$ cat src/rtl/uart_rx_deser.sv
// ---------------------------------------------------------------------------
// uart_rx_deser
//   UART 8N1 receive deserializer (LSB first). Works alongside an external
//   bit-timing generator: it synchronizes the raw line and hands it to the
//   generator as start_n. It then uses the generator's bit-boundary ticks to
//   sample each bit half a bit period later. Completed bytes are presented
//   through a one-entry valid/ready holding register.
//
// Ports
//   clk_50M    in   system clock
//   reset_n    in   asynchronous active-low reset
//   rxd        in   raw serial line (idle high, asynchronous)
//   tick       in   one-cycle bit-boundary pulse from the generator
//   ticked     in   generator bit index, valid while tick=1
//   full       in   generator idle flag (1 = not counting)
//   start_n    out  synchronized rxd, drives the generator start input
//   rx_data    out  received byte, stable while rx_valid=1
//   rx_valid   out  byte available
//   rx_ready   in   consumer accepts on rx_valid & rx_ready
//   frame_err  out  sticky: stop bit sampled low
//   overrun    out  sticky: byte completed while holding register full
//   err_clr    in   one-cycle clear of frame_err / overrun
//   busy       out  receiver FSM not idle
// ---------------------------------------------------------------------------
module uart_rx_deser #(
  parameter int unsigned HALF_BIT = 2604
) (
  input  logic       clk_50M,
  input  logic       reset_n,
  input  logic       rxd,
  input  logic       tick,
  input  logic [3:0] ticked,
  input  logic       full,
  output logic       start_n,
  output logic [7:0] rx_data,
  output logic       rx_valid,
  input  logic       rx_ready,
  output logic       frame_err,
  output logic       overrun,
  input  logic       err_clr,
  output logic       busy
);

  typedef enum logic [2:0] {
    IDLE      = 3'd0,
    ARMED     = 3'd1,
    FRAME     = 3'd2,
    DELIVER   = 3'd3,
    WAIT_IDLE = 3'd4
  } state_t;

  localparam logic [12:0] TIMER_LOAD = 13'(HALF_BIT - 1);

  state_t      state_r;
  state_t      state_next_s;

  logic        sync1_r;
  logic        sync2_r;
  logic [12:0] timer_r;
  logic        timer_run_r;
  logic [3:0]  bit_idx_r;
  logic [7:0]  sr_r;
  logic [7:0]  rx_data_r;
  logic        rx_valid_r;
  logic        frame_err_r;
  logic        overrun_r;
  logic        busy_r;

  logic        sample_pt_s;
  logic        timer_load_s;
  logic        accept_s;
  logic        shift_s;
  logic        load_data_s;
  logic        set_ferr_s;
  logic        set_ovr_s;

  assign start_n   = sync2_r;
  assign rx_data   = rx_data_r;
  assign rx_valid  = rx_valid_r;
  assign frame_err = frame_err_r;
  assign overrun   = overrun_r;
  assign busy      = busy_r;

  // The sample point is the last cycle of a running half-bit countdown.
  assign sample_pt_s  = timer_run_r && (timer_r == 13'd0);
  // Ticks only matter while a frame is in progress; idle and recovery ignore them.
  assign timer_load_s = tick && (state_r != IDLE) && (state_r != WAIT_IDLE);
  assign accept_s     = rx_valid_r && rx_ready;

  // Two-flop synchronizer on the raw line; resets to the idle (high) level.
  always_ff @(posedge clk_50M or negedge reset_n) begin
    if (!reset_n) begin
      sync1_r <= 1'b1;
      sync2_r <= 1'b1;
    end else begin
      sync1_r <= rxd;
      sync2_r <= sync1_r;
    end
  end

  // Half-bit sample timer, restarted by every relevant tick together with the bit index.
  always_ff @(posedge clk_50M or negedge reset_n) begin
    if (!reset_n) begin
      timer_r     <= 13'd0;
      timer_run_r <= 1'b0;
      bit_idx_r   <= 4'd0;
    end else if (timer_load_s) begin
      timer_r     <= TIMER_LOAD;
      timer_run_r <= 1'b1;
      bit_idx_r   <= ticked;
    end else if (timer_run_r) begin
      if (timer_r == 13'd0) begin
        timer_run_r <= 1'b0;
      end else begin
        timer_r <= timer_r - 13'd1;
      end
    end
  end

  // FSM state register.
  always_ff @(posedge clk_50M or negedge reset_n) begin
    if (!reset_n) begin
      state_r <= IDLE;
    end else begin
      state_r <= state_next_s;
    end
  end

  // FSM next-state and per-cycle datapath strobes.
  always_comb begin
    state_next_s = state_r;
    shift_s      = 1'b0;
    load_data_s  = 1'b0;
    set_ferr_s   = 1'b0;
    set_ovr_s    = 1'b0;
    case (state_r)
      IDLE: begin
        // Start only on a low line with the generator ready to count.
        if (!sync2_r && full) begin
          state_next_s = ARMED;
        end else begin
          state_next_s = IDLE;
        end
      end
      ARMED: begin
        if (tick && (ticked == 4'd0)) begin
          state_next_s = FRAME;
        end else begin
          state_next_s = ARMED;
        end
      end
      FRAME: begin
        if (sample_pt_s) begin
          case (bit_idx_r)
            4'd0: begin
              // A start bit that is high at mid-bit was a glitch.
              if (sync2_r) begin
                state_next_s = WAIT_IDLE;
              end else begin
                state_next_s = FRAME;
              end
            end
            4'd1, 4'd2, 4'd3, 4'd4, 4'd5, 4'd6, 4'd7, 4'd8: begin
              shift_s = 1'b1;
            end
            4'd9: begin
              if (sync2_r) begin
                state_next_s = DELIVER;
              end else begin
                set_ferr_s   = 1'b1;
                state_next_s = WAIT_IDLE;
              end
            end
            default: begin
              state_next_s = FRAME;
            end
          endcase
        end else begin
          state_next_s = FRAME;
        end
      end
      DELIVER: begin
        // A same-cycle accept frees the holding register for the new byte.
        if (!rx_valid_r || accept_s) begin
          load_data_s = 1'b1;
        end else begin
          set_ovr_s = 1'b1;
        end
        state_next_s = WAIT_IDLE;
      end
      WAIT_IDLE: begin
        // Hold off until the line is high and the generator has stopped, so a
        // stuck-low line or trailing ticks cannot restart reception.
        if (full && sync2_r) begin
          state_next_s = IDLE;
        end else begin
          state_next_s = WAIT_IDLE;
        end
      end
      default: begin
        state_next_s = IDLE;
      end
    endcase
  end

  // Data bits enter at the MSB so that after eight shifts bit 0 holds the first bit.
  always_ff @(posedge clk_50M or negedge reset_n) begin
    if (!reset_n) begin
      sr_r <= 8'h00;
    end else if (shift_s) begin
      sr_r <= {sync2_r, sr_r[7:1]};
    end
  end

  // Holding register and handshake; a reload takes priority over the accept-clear.
  always_ff @(posedge clk_50M or negedge reset_n) begin
    if (!reset_n) begin
      rx_data_r  <= 8'h00;
      rx_valid_r <= 1'b0;
    end else if (load_data_s) begin
      rx_data_r  <= sr_r;
      rx_valid_r <= 1'b1;
    end else if (accept_s) begin
      rx_valid_r <= 1'b0;
    end
  end

  // Sticky error flags; a new error in the same cycle as err_clr wins.
  always_ff @(posedge clk_50M or negedge reset_n) begin
    if (!reset_n) begin
      frame_err_r <= 1'b0;
      overrun_r   <= 1'b0;
    end else begin
      if (set_ferr_s) begin
        frame_err_r <= 1'b1;
      end else if (err_clr) begin
        frame_err_r <= 1'b0;
      end
      if (set_ovr_s) begin
        overrun_r <= 1'b1;
      end else if (err_clr) begin
        overrun_r <= 1'b0;
      end
    end
  end

  // Busy is registered from the next state so it tracks the FSM without a lag.
  always_ff @(posedge clk_50M or negedge reset_n) begin
    if (!reset_n) begin
      busy_r <= 1'b0;
    end else begin
      busy_r <= (state_next_s != IDLE);
    end
  end

endmodule

$ cat config.mk
export PLATFORM = sky130hd
export DESIGN_NAME = uart_rx_deser
export DESIGN_NICKNAME = d
export VERILOG_FILES = /design/src/rtl/uart_rx_deser.sv
export SDC_FILE = /design/constraint.sdc
export NUM_CORES = 1
export LEC_CHECK = 0
export ABC_CLOCK_PERIOD_IN_PS = 4200
export CAP_MARGIN = 40
export CORE_MARGIN = 10
export CORE_UTILIZATION = 55
export CTS_BUF_LIST = sky130_fd_sc_hd__clkbuf_4 sky130_fd_sc_hd__clkbuf_8
export DETAILED_ROUTE_END_ITERATION = 7
export HOLD_SLACK_MARGIN = 0.05
export PLACE_DENSITY_LB_ADDON = 0.12
export REMOVE_ABC_BUFFERS = 1
export SLEW_MARGIN = 20
export SYNTH_ARGS = -nofsm -noshare
export SYNTH_HDL_FRONTEND = slang
export SYNTH_SLANG_ARGS = --single-unit
$ cat constraint.sdc
create_clock -name clk_50M -period 4.2 [get_ports clk_50M]
set_input_delay 0.84 -clock clk_50M [delete_from_list [all_inputs] [get_ports clk_50M]]
set_output_delay 0.84 -clock clk_50M [all_outputs]
set_load 0.03 [all_outputs]
==> results.json, run 1 <==
{
  "max-clock-path-buffers": 2,
  "hpwlAfterDp_mm": 2.91,
  "power_leakage_nw": 1.03,
  "tns_ns": 0,
  "pwr-share-seq": 0.575,
  "antenna_found_initial": 0,
  "crit_chain": "clkdlybuf4s50_1",
  "final_cell_mix": "dfrtp_1, nand2_1, clkdlybuf4s50_1",
  "post_cts_buffers": 0,
  "fin_nets": 214,
  "skew_ns": 0.0105,
  "port_buffers": 23,
  "fmax_ghz": 0.401,
  "gr-usage-all-layers": 0.125,
  "ios": 24,
  "hold_class": "reg -> reg",
  "die_width_um": 79.2,
  "crit_required_ns": 3.36,
  "postSynthCellCount": 172,
  "final_cells": 248,
  "setup_slack_ns": 1.71,
  "cp_max_fo": 7,
  "period_minus_slack_ns": 2.49,
  "crit_path_start_kind": "flip-flop",
  "grt_pass1_wl_mm": 6.37,
  "combPwrFrac": 0.193,
  "start_util": 0.573,
  "drv_cap": 0,
  "yosys_warnings": 0,
  "max_stage_delay_ns": 0.69,
  "dp_cells": 240,
  "postCtsResizedCells": 0,
  "ys_seq_area_frac": 0.559,
  "yosysTopAreaCell": "dfrtp_1",
  "place_ws_ns": 1.69,
  "setup_viol": 0,
  "dr_total_vias": 1384,
  "firstDrtPassIters": 4,
  "pwr-share-clk": 0.232,
  "tritoncts": "yes",
  "numCtsBuffers": 5,
  "drive_gt1_frac": 0.149,
  "cts_sinks": 43,
  "cp_slowest_cell": "clkdlybuf4s50_1",
  "dieArea_um2": 6270,
  "finalInstanceArea_um2": 2290,
  "r2r_slack_ns": 2.12,
  "crit_type": "reg -> out",
  "final_common_cell": "dfrtp_1",
  "status": "complete, no violations",
  "p_per_area_nw_per_um2": 382,
  "grt_pass1_vias": 1414,
  "worst_path_dominant_cell_family": "buffers and inverters",
  "fp-row-count": 21,
  "period_share": 0.594,
  "drtAntennaViolNets": 0,
  "worst_setup_path_end_kind": "output port",
  "grt_overflow": 0,
  "p_sw_mw": 0.278,
  "syn_avg_cell_area_um2": 11.2,
  "ctsHoldBuffers": 0,
  "wl_per_cell_um": 15.3,
  "ir_drop_uv": 251,
  "synth.distinct_cells": 38,
  "core_um2": 3360,
  "vias_per_cell": 5.58,
  "tightest_slew_ns": 0.636,
  "gp_congestion": 0.833,
  "drc": 0,
  "synth-edff-count": 0,
  "switching_share": 0.318,
  "grt_max_degree": 24,
  "slew_violations": 0,
  "h-tree-depth": 2,
  "cts-root-buf": "clkbuf_4",
  "synthArstFlopShare": 1.00,
  "synthTopCellsByArea": "dfrtp_1, mux2_2, nand2_1, xor2_1, mux2_1",
  "crit_arrival_ns": 1.65,
  "ys.flop_type": "dfrtp_1",
  "diodes": 0,
  "area_growth_pct": 18.9,
  "dpl_cell_area_um2": 2230,
  "clock_latency_ns": 0.35,
  "drtIter0Drc": 82,
  "internal_power_mw": 0.597,
  "path_clk_slew_ns": 0.13,
  "cp.buffers_inverters": 1,
  "dieHeight_um": 79.2,
  "hold_viol_final": 0,
  "rsz0062_at_grt": "false",
  "routed_wl_mm": 3.79,
  "synth_area_um2": 1930,
  "synth-seq-cells": 43,
  "relSlewSlack": 0.575,
  "synth_top_area_share": 0.532
}
[final cells by class]
cell class / count / area, µm²
clock buffers: 6 / 45.0
clock inverters: 2 / 12.5
fillers: 270 / 1070
inverters: 7 / 26.3
multi-input cells: 119 / 812
flip-flops and latches: 43 / 1080
well taps: 46 / 57.6
repair buffers: 25 / 260
[logic make-up after synthesis]
family / after synthesis / share of synthesized area
xor gates and xnor gates: 9 / 0.0409
DFF: 43 / 0.559
muxes: 16 / 0.0934
and+or+nand+nor: 72 / 0.208
adders and majority gates: 2 / 0.0130
buffers and inverters: 10 / 0.0195
AOI/OAI and AO/OA: 20 / 0.0655
[state kept, by name (all words and copies together) (netlist names)]
| name | cells |
|---|---|
| rx_data | 8 |
| rx_valid | 1 |
| timer_r | 13 |
| overrun | 1 |
| busy | 1 |
| sync1_r | 1 |
| sr_r | 8 |
| timer_run_r | 1 |
| frame_err | 1 |
| state_r | 3 |
| start_n | 1 |
| bit_idx_r | 4 |
[final timing paths]
kind	from	end	cells after the start
max	start_n	start_n	1
min in group asynchronous	reset_n	rx_data[1]	1
max in group asynchronous	reset_n	timer_r[4]	2
min reg2reg	sync1_r	start_n	0
min	sync1_r	start_n	0
max reg2reg	timer_r[2]	busy	5
[routing by layer]
layer	wire, µm	global-route usage
met5	0	0
met4	21	0.0448
met3	192	0.0417
met2	1910	0.204
met1	1670	0.149
[cell usage after synthesis, types with 2 or more instances]
cell type,number
dfrtp_1,41
nand2_1,22
nor2_1,14
mux2_2,10
o21ai_0,9
xor2_1,8
inv_1,7
mux2_1,6
nand3_1,6
nor3_1,5
nand4_1,4
and3_1,3
clkbuf_1,3
a21oi_1,2
dfstp_2,2
ha_1,2
nand3b_1,2
nand4b_1,2
nor2b_1,2
nor3b_1,2
nor4_4,2
o31ai_1,2
[power groups by stage]
stage,Clock [mW],Sequential (mW),Combinational (mW)
6_report,0.203,0.504,0.169
5_1_grt,0.227,0.510,0.193
4_1_cts,0.207,0.503,0.172
3_5_place_dp,0,0.510,0.172
3_3_place_gp,0,0.507,0.157
2_1_floorplan,0,0.509,0.102
[metrics by stage]
stage | power, mW | util | hold slack (ns)
after CTS | 0.881 | 0.682 | 0.364
after floorplan | 0.611 | - | 0.345
after detailed placement | 0.682 | 0.664 | 0.347
after global placement | 0.664 | 0.656 | 0.346
after global routing | 0.930 | 0.682 | 0.374
final | 0.875 | 0.682 | 0.365
(Power assumes the default switching activity.)
==> run 2, diff against run 1 <==
Settings changed: ABC_CLOCK_PERIOD_IN_PS 4200 to 2300.
Clock period 4.2 ns to 2.3 ns, I/O delays scaled along.
==> results.json, run 2 (same netlist as run 1, synthesis figures left out) <==
{
  "max-clock-path-buffers": 2,
  "regMostFlops": "timer_r",
  "hpwlAfterDp_mm": 2.72,
  "cp.buffers_inverters": 1,
  "power_leakage_nw": 1.03,
  "fp-row-count": 21,
  "cp_max_fo": 7,
  "setup_viol": 0,
  "h-tree-depth": 2,
  "antenna_found_initial": 0,
  "die_width_um": 79.2,
  "gr-usage-all-layers": 0.124,
  "area_growth_pct": 19.3,
  "final_common_cell": "dfrtp_1",
  "period_minus_slack_ns": 2.10,
  "ir_drop_uv": 521,
  "clock_latency_ns": 0.36,
  "multi_input_area_um2": 812,
  "grt_pass1_vias": 1454,
  "hold_viol_final": 0,
  "status": "complete, no violations",
  "cp_slowest_cell": "clkdlybuf4s50_1",
  "numCtsBuffers": 5,
  "gp_congestion": 0.817,
  "diodes": 0,
  "dieHeight_um": 79.2,
  "ios": 24,
  "tritoncts": "yes",
  "vias_per_cell": 5.55,
  "core_um2": 3360,
  "routed_wl_mm": 3.61,
  "final_cell_mix": "dfrtp_1, nand2_1, clkdlybuf4s50_1",
  "rsz0062_at_grt": "false",
  "worst_setup_path_end_kind": "output port",
  "path_clk_slew_ns": 0.13,
  "grt_overflow": 0,
  "wl_per_cell_um": 14.4,
  "max_stage_delay_ns": 0.69,
  "crit_chain": "clkdlybuf4s50_1",
  "drv_cap": 0,
  "dr_total_vias": 1393,
  "grt_max_degree": 19,
  "drive_gt1_frac": 0.156,
  "hold_slack_ns": 0.369,
  "worst_path_dominant_cell_family": "buffers and inverters",
  "drc": 0,
  "drtAntennaViolNets": 0,
  "crit_required_ns": 1.84,
  "fillers": 284,
  "fmax_ghz": 0.475,
  "firstDrtPassIters": 4,
  "p_per_area_nw_per_um2": 702,
  "crit_type": "reg -> out",
  "hold_class": "reg -> reg",
  "grt_pass1_wl_mm": 6.34,
  "tightest_slew_ns": 0.590,
  "cts-root-buf": "clkbuf_4",
  "port_buffers": 23,
  "tns_ns": 0,
  "fin_nets": 217,
  "start_util": 0.573,
  "dieArea_um2": 6270,
  "regArea_um2": 1080,
  "crit_arrival_ns": 1.64,
  "crit_path_start_kind": "flip-flop",
  "relSlewSlack": 0.604,
  "cts_sinks": 43,
  "skew_ns": 0.0214,
  "period_share": 0.915,
  "post_cts_buffers": 0,
  "largest_register_ffs": 13,
  "slew_violations": 0,
  "drtIter0Drc": 106
}
run 2: cell types whose count changed in the layout (fill, tap and decap cells not counted), sizes merged:
cell	before	now
buf	3	5
clkbuf	6	5
clkinv	1	0
clkinvlp	1	2
dlygate4sd3	0	1
inv	7	8
run 2: where the power goes:
part	internal, mW	switching, mW
Clock	0.123	0.264
Combinational	0.131	0.182
Sequential	0.830	0.0854
run 2: worst reg2reg max path, delay by kind of cell, from the launching register on:
kind,cells,cell delay (ns)
fa+ha+maj,1,0.16
simple gates,3,0.82
compound gates,2,0.38
buf+inv,1,0.12
flops,1,0.43
run 2: per-stage QoR:
| step | total power, mW | area, µm² | setup slack, ns | util | instances |
|---|---|---|---|---|---|
| finish | 1.61 | 2300 | 0.195 | 0.684 | 251 |
| floorplan | 1.12 | 1920 | 0.498 | - | 169 |
| global placement | 1.22 | 2230 | 0.370 | 0.663 | 242 |
| CTS | 1.63 | 2300 | 0.179 | 0.684 | 251 |
| detailed placement | 1.24 | 2230 | 0.328 | 0.663 | 242 |
| global route | 1.71 | 2300 | 0.134 | 0.684 | 251 |
run 2: area by class of cell:
cell class	instances	area share
repair buffers	28	0.115
multi-input cells	119	0.353
well taps	46	0.0250
flip-flops and latches	43	0.469
inverters	7	0.0114
clock buffers	5	0.0163
clock inverters	3	0.0103
run 2: final timing paths:
check | start | to | slack [ns] | cells past startpoint
worst max-delay path | start_n | start_n | 0.20 | 1
worst min-delay path | sync1_r | start_n | 0.37 | 0
worst max register to register | timer_r[0] | busy | 0.27 | 7
worst min register to register | sync1_r | start_n | 0.37 | 0
max in group asynchronous | reset_n | start_n | 1.16 | 3
min in group asynchronous | reset_n | rx_data[2] | 0.53 | 2
run 2: repair_timing:
action | in CTS | in global routing
endpoints found under the hold margin | 16 | 0
hold buffers | 1 | 0
resized for setup | 0 | 0
run 2: metal layers:
layer	GRT usage	part of all wire	vias up
li1	-	-	668
met5	0	0	-
met2	0.197	0.47	36
met4	0.0466	0.017	0
met1	0.145	0.45	680
met3	0.0541	0.059	9
==> run 3, diff against run 2 <==
Settings changed: GPL_TIMING_DRIVEN set to 0.
==> results.json, run 3 (same netlist as run 1, synthesis figures left out) <==
{
  "area_growth_pct": 21.1,
  "hold_viol_final": 0,
  "drive_gt1_frac": 0.144,
  "clock_latency_ns": 0.35,
  "post_cts_buffers": 0,
  "dieArea_um2": 6270,
  "p_per_area_nw_per_um2": 771,
  "drc": 0,
  "ir_drop_uv": 580,
  "wl_per_cell_um": 14.6,
  "crit_path_start_kind": "flip-flop",
  "setup_viol": 0,
  "crit_arrival_ns": 1.63,
  "antenna_found_initial": 0,
  "crit_chain": "clkdlybuf4s50_1",
  "gp_congestion": 0.788,
  "worst_path_dominant_cell_family": "buffers and inverters",
  "status": "complete, no violations",
  "max-clock-path-buffers": 2,
  "ios": 24,
  "slew_violations": 0,
  "hpwlAfterDp_mm": 2.66,
  "cp_slowest_cell": "clkdlybuf4s50_1",
  "grt_max_degree": 31,
  "path_clk_slew_ns": 0.12,
  "die_width_um": 79.2,
  "cts_sinks": 43,
  "period_minus_slack_ns": 2.09,
  "tightest_slew_ns": 0.819,
  "crit_required_ns": 1.84,
  "core_um2": 3360,
  "dieHeight_um": 79.2,
  "routed_wl_mm": 3.62,
  "fp-row-count": 21,
  "drtAntennaViolNets": 0,
  "cp.buffers_inverters": 1,
  "grt_pass1_wl_mm": 6.30,
  "final_common_cell": "dfrtp_1",
  "drtIter0Drc": 106,
  "cts-root-buf": "clkbuf_4",
  "grt_overflow": 0,
  "dr_total_vias": 1341,
  "max_stage_delay_ns": 0.69,
  "tritoncts": "yes",
  "gr-usage-all-layers": 0.124,
  "ctsHoldBuffers": 1,
  "hold_slack_ns": 0.366,
  "final_cell_mix": "dfrtp_1, nand2_1, clkdlybuf4s50_1",
  "diodes": 0,
  "port_buffers": 23,
  "regMostFlops": "timer_r",
  "fmax_ghz": 0.478,
  "dp_cells": 239,
  "worst_setup_path_end_kind": "output port",
  "drv_cap": 0,
  "firstDrtPassIters": 4,
  "relSlewSlack": 0.450,
  "numCtsBuffers": 5,
  "grt_pass1_vias": 1372,
  "cp_max_fo": 7,
  "rsz0062_at_grt": "false",
  "vias_per_cell": 5.41,
  "h-tree-depth": 2,
  "final_cells": 248,
  "start_util": 0.573,
  "postCtsResizedCells": 0,
  "period_share": 0.909,
  "fin_nets": 214,
  "largest_register_ffs": 13,
  "skew_ns": 0.00793,
  "power_leakage_nw": 1.05,
  "hold_class": "reg -> reg",
  "crit_type": "reg -> out"
}
==> run 3: cell types whose count changed in the layout (fill, tap and decap cells not counted), sizes merged <==
cell	delta
buf	-3
bufinv	+2
clkinvlp	-1
inv	-1
==> run 3: through the flow <==
step | power [mW] | util | cell area, µm² | setup WS, ns | setup TNS (ns)
after detailed placement | 1.23 | 0.660 | 2220 | 0.116 | 0
after floorplan | 1.12 | - | 1920 | 0.498 | 0
after CTS | 1.82 | 0.694 | 2330 | 0.176 | 0
after global placement | 1.21 | 0.656 | 2200 | -0.242 | -9.82
final | 1.80 | 0.694 | 2330 | 0.208 | 0
after global routing | 1.91 | 0.694 | 2330 | 0.0664 | 0
==> run 3: metal layers <==
metal	global-route usage	wire, µm
met5	0	0
met4	0.0448	42
met3	0.0518	199
met2	0.197	1730
met1	0.147	1650
==> run 3: power by group <==
group	total, mW	switching [mW]	internal (mW)
clock network	0.579	0.241	0.338
logic	0.303	0.176	0.126
registers	0.919	0.0888	0.830
total	1.80	0.507	1.29
==> run 3: area by class of cell <==
type / instances / area, µm²
multi-input combinational: 119 / 812
tap: 46 / 57.6
clock buffer: 5 / 37.5
sequential: 43 / 1080
fill: 257 / 1030
timing repair buffer: 25 / 255
inverter: 7 / 26.3
clock inverter: 3 / 67.6
==> run 3: final timing paths <==
check	from	to	slack, ns	cells past startpoint
setup / recovery	start_n	start_n	0.21	1
hold / removal	sync1_r	start_n	0.37	0
setup reg to reg	timer_r[2]	busy	0.24	5
hold reg to reg	sync1_r	start_n	0.37	0
max in group asynchronous	reset_n	sync1_r	1.24	3
min in group asynchronous	reset_n	rx_data[2]	0.52	2
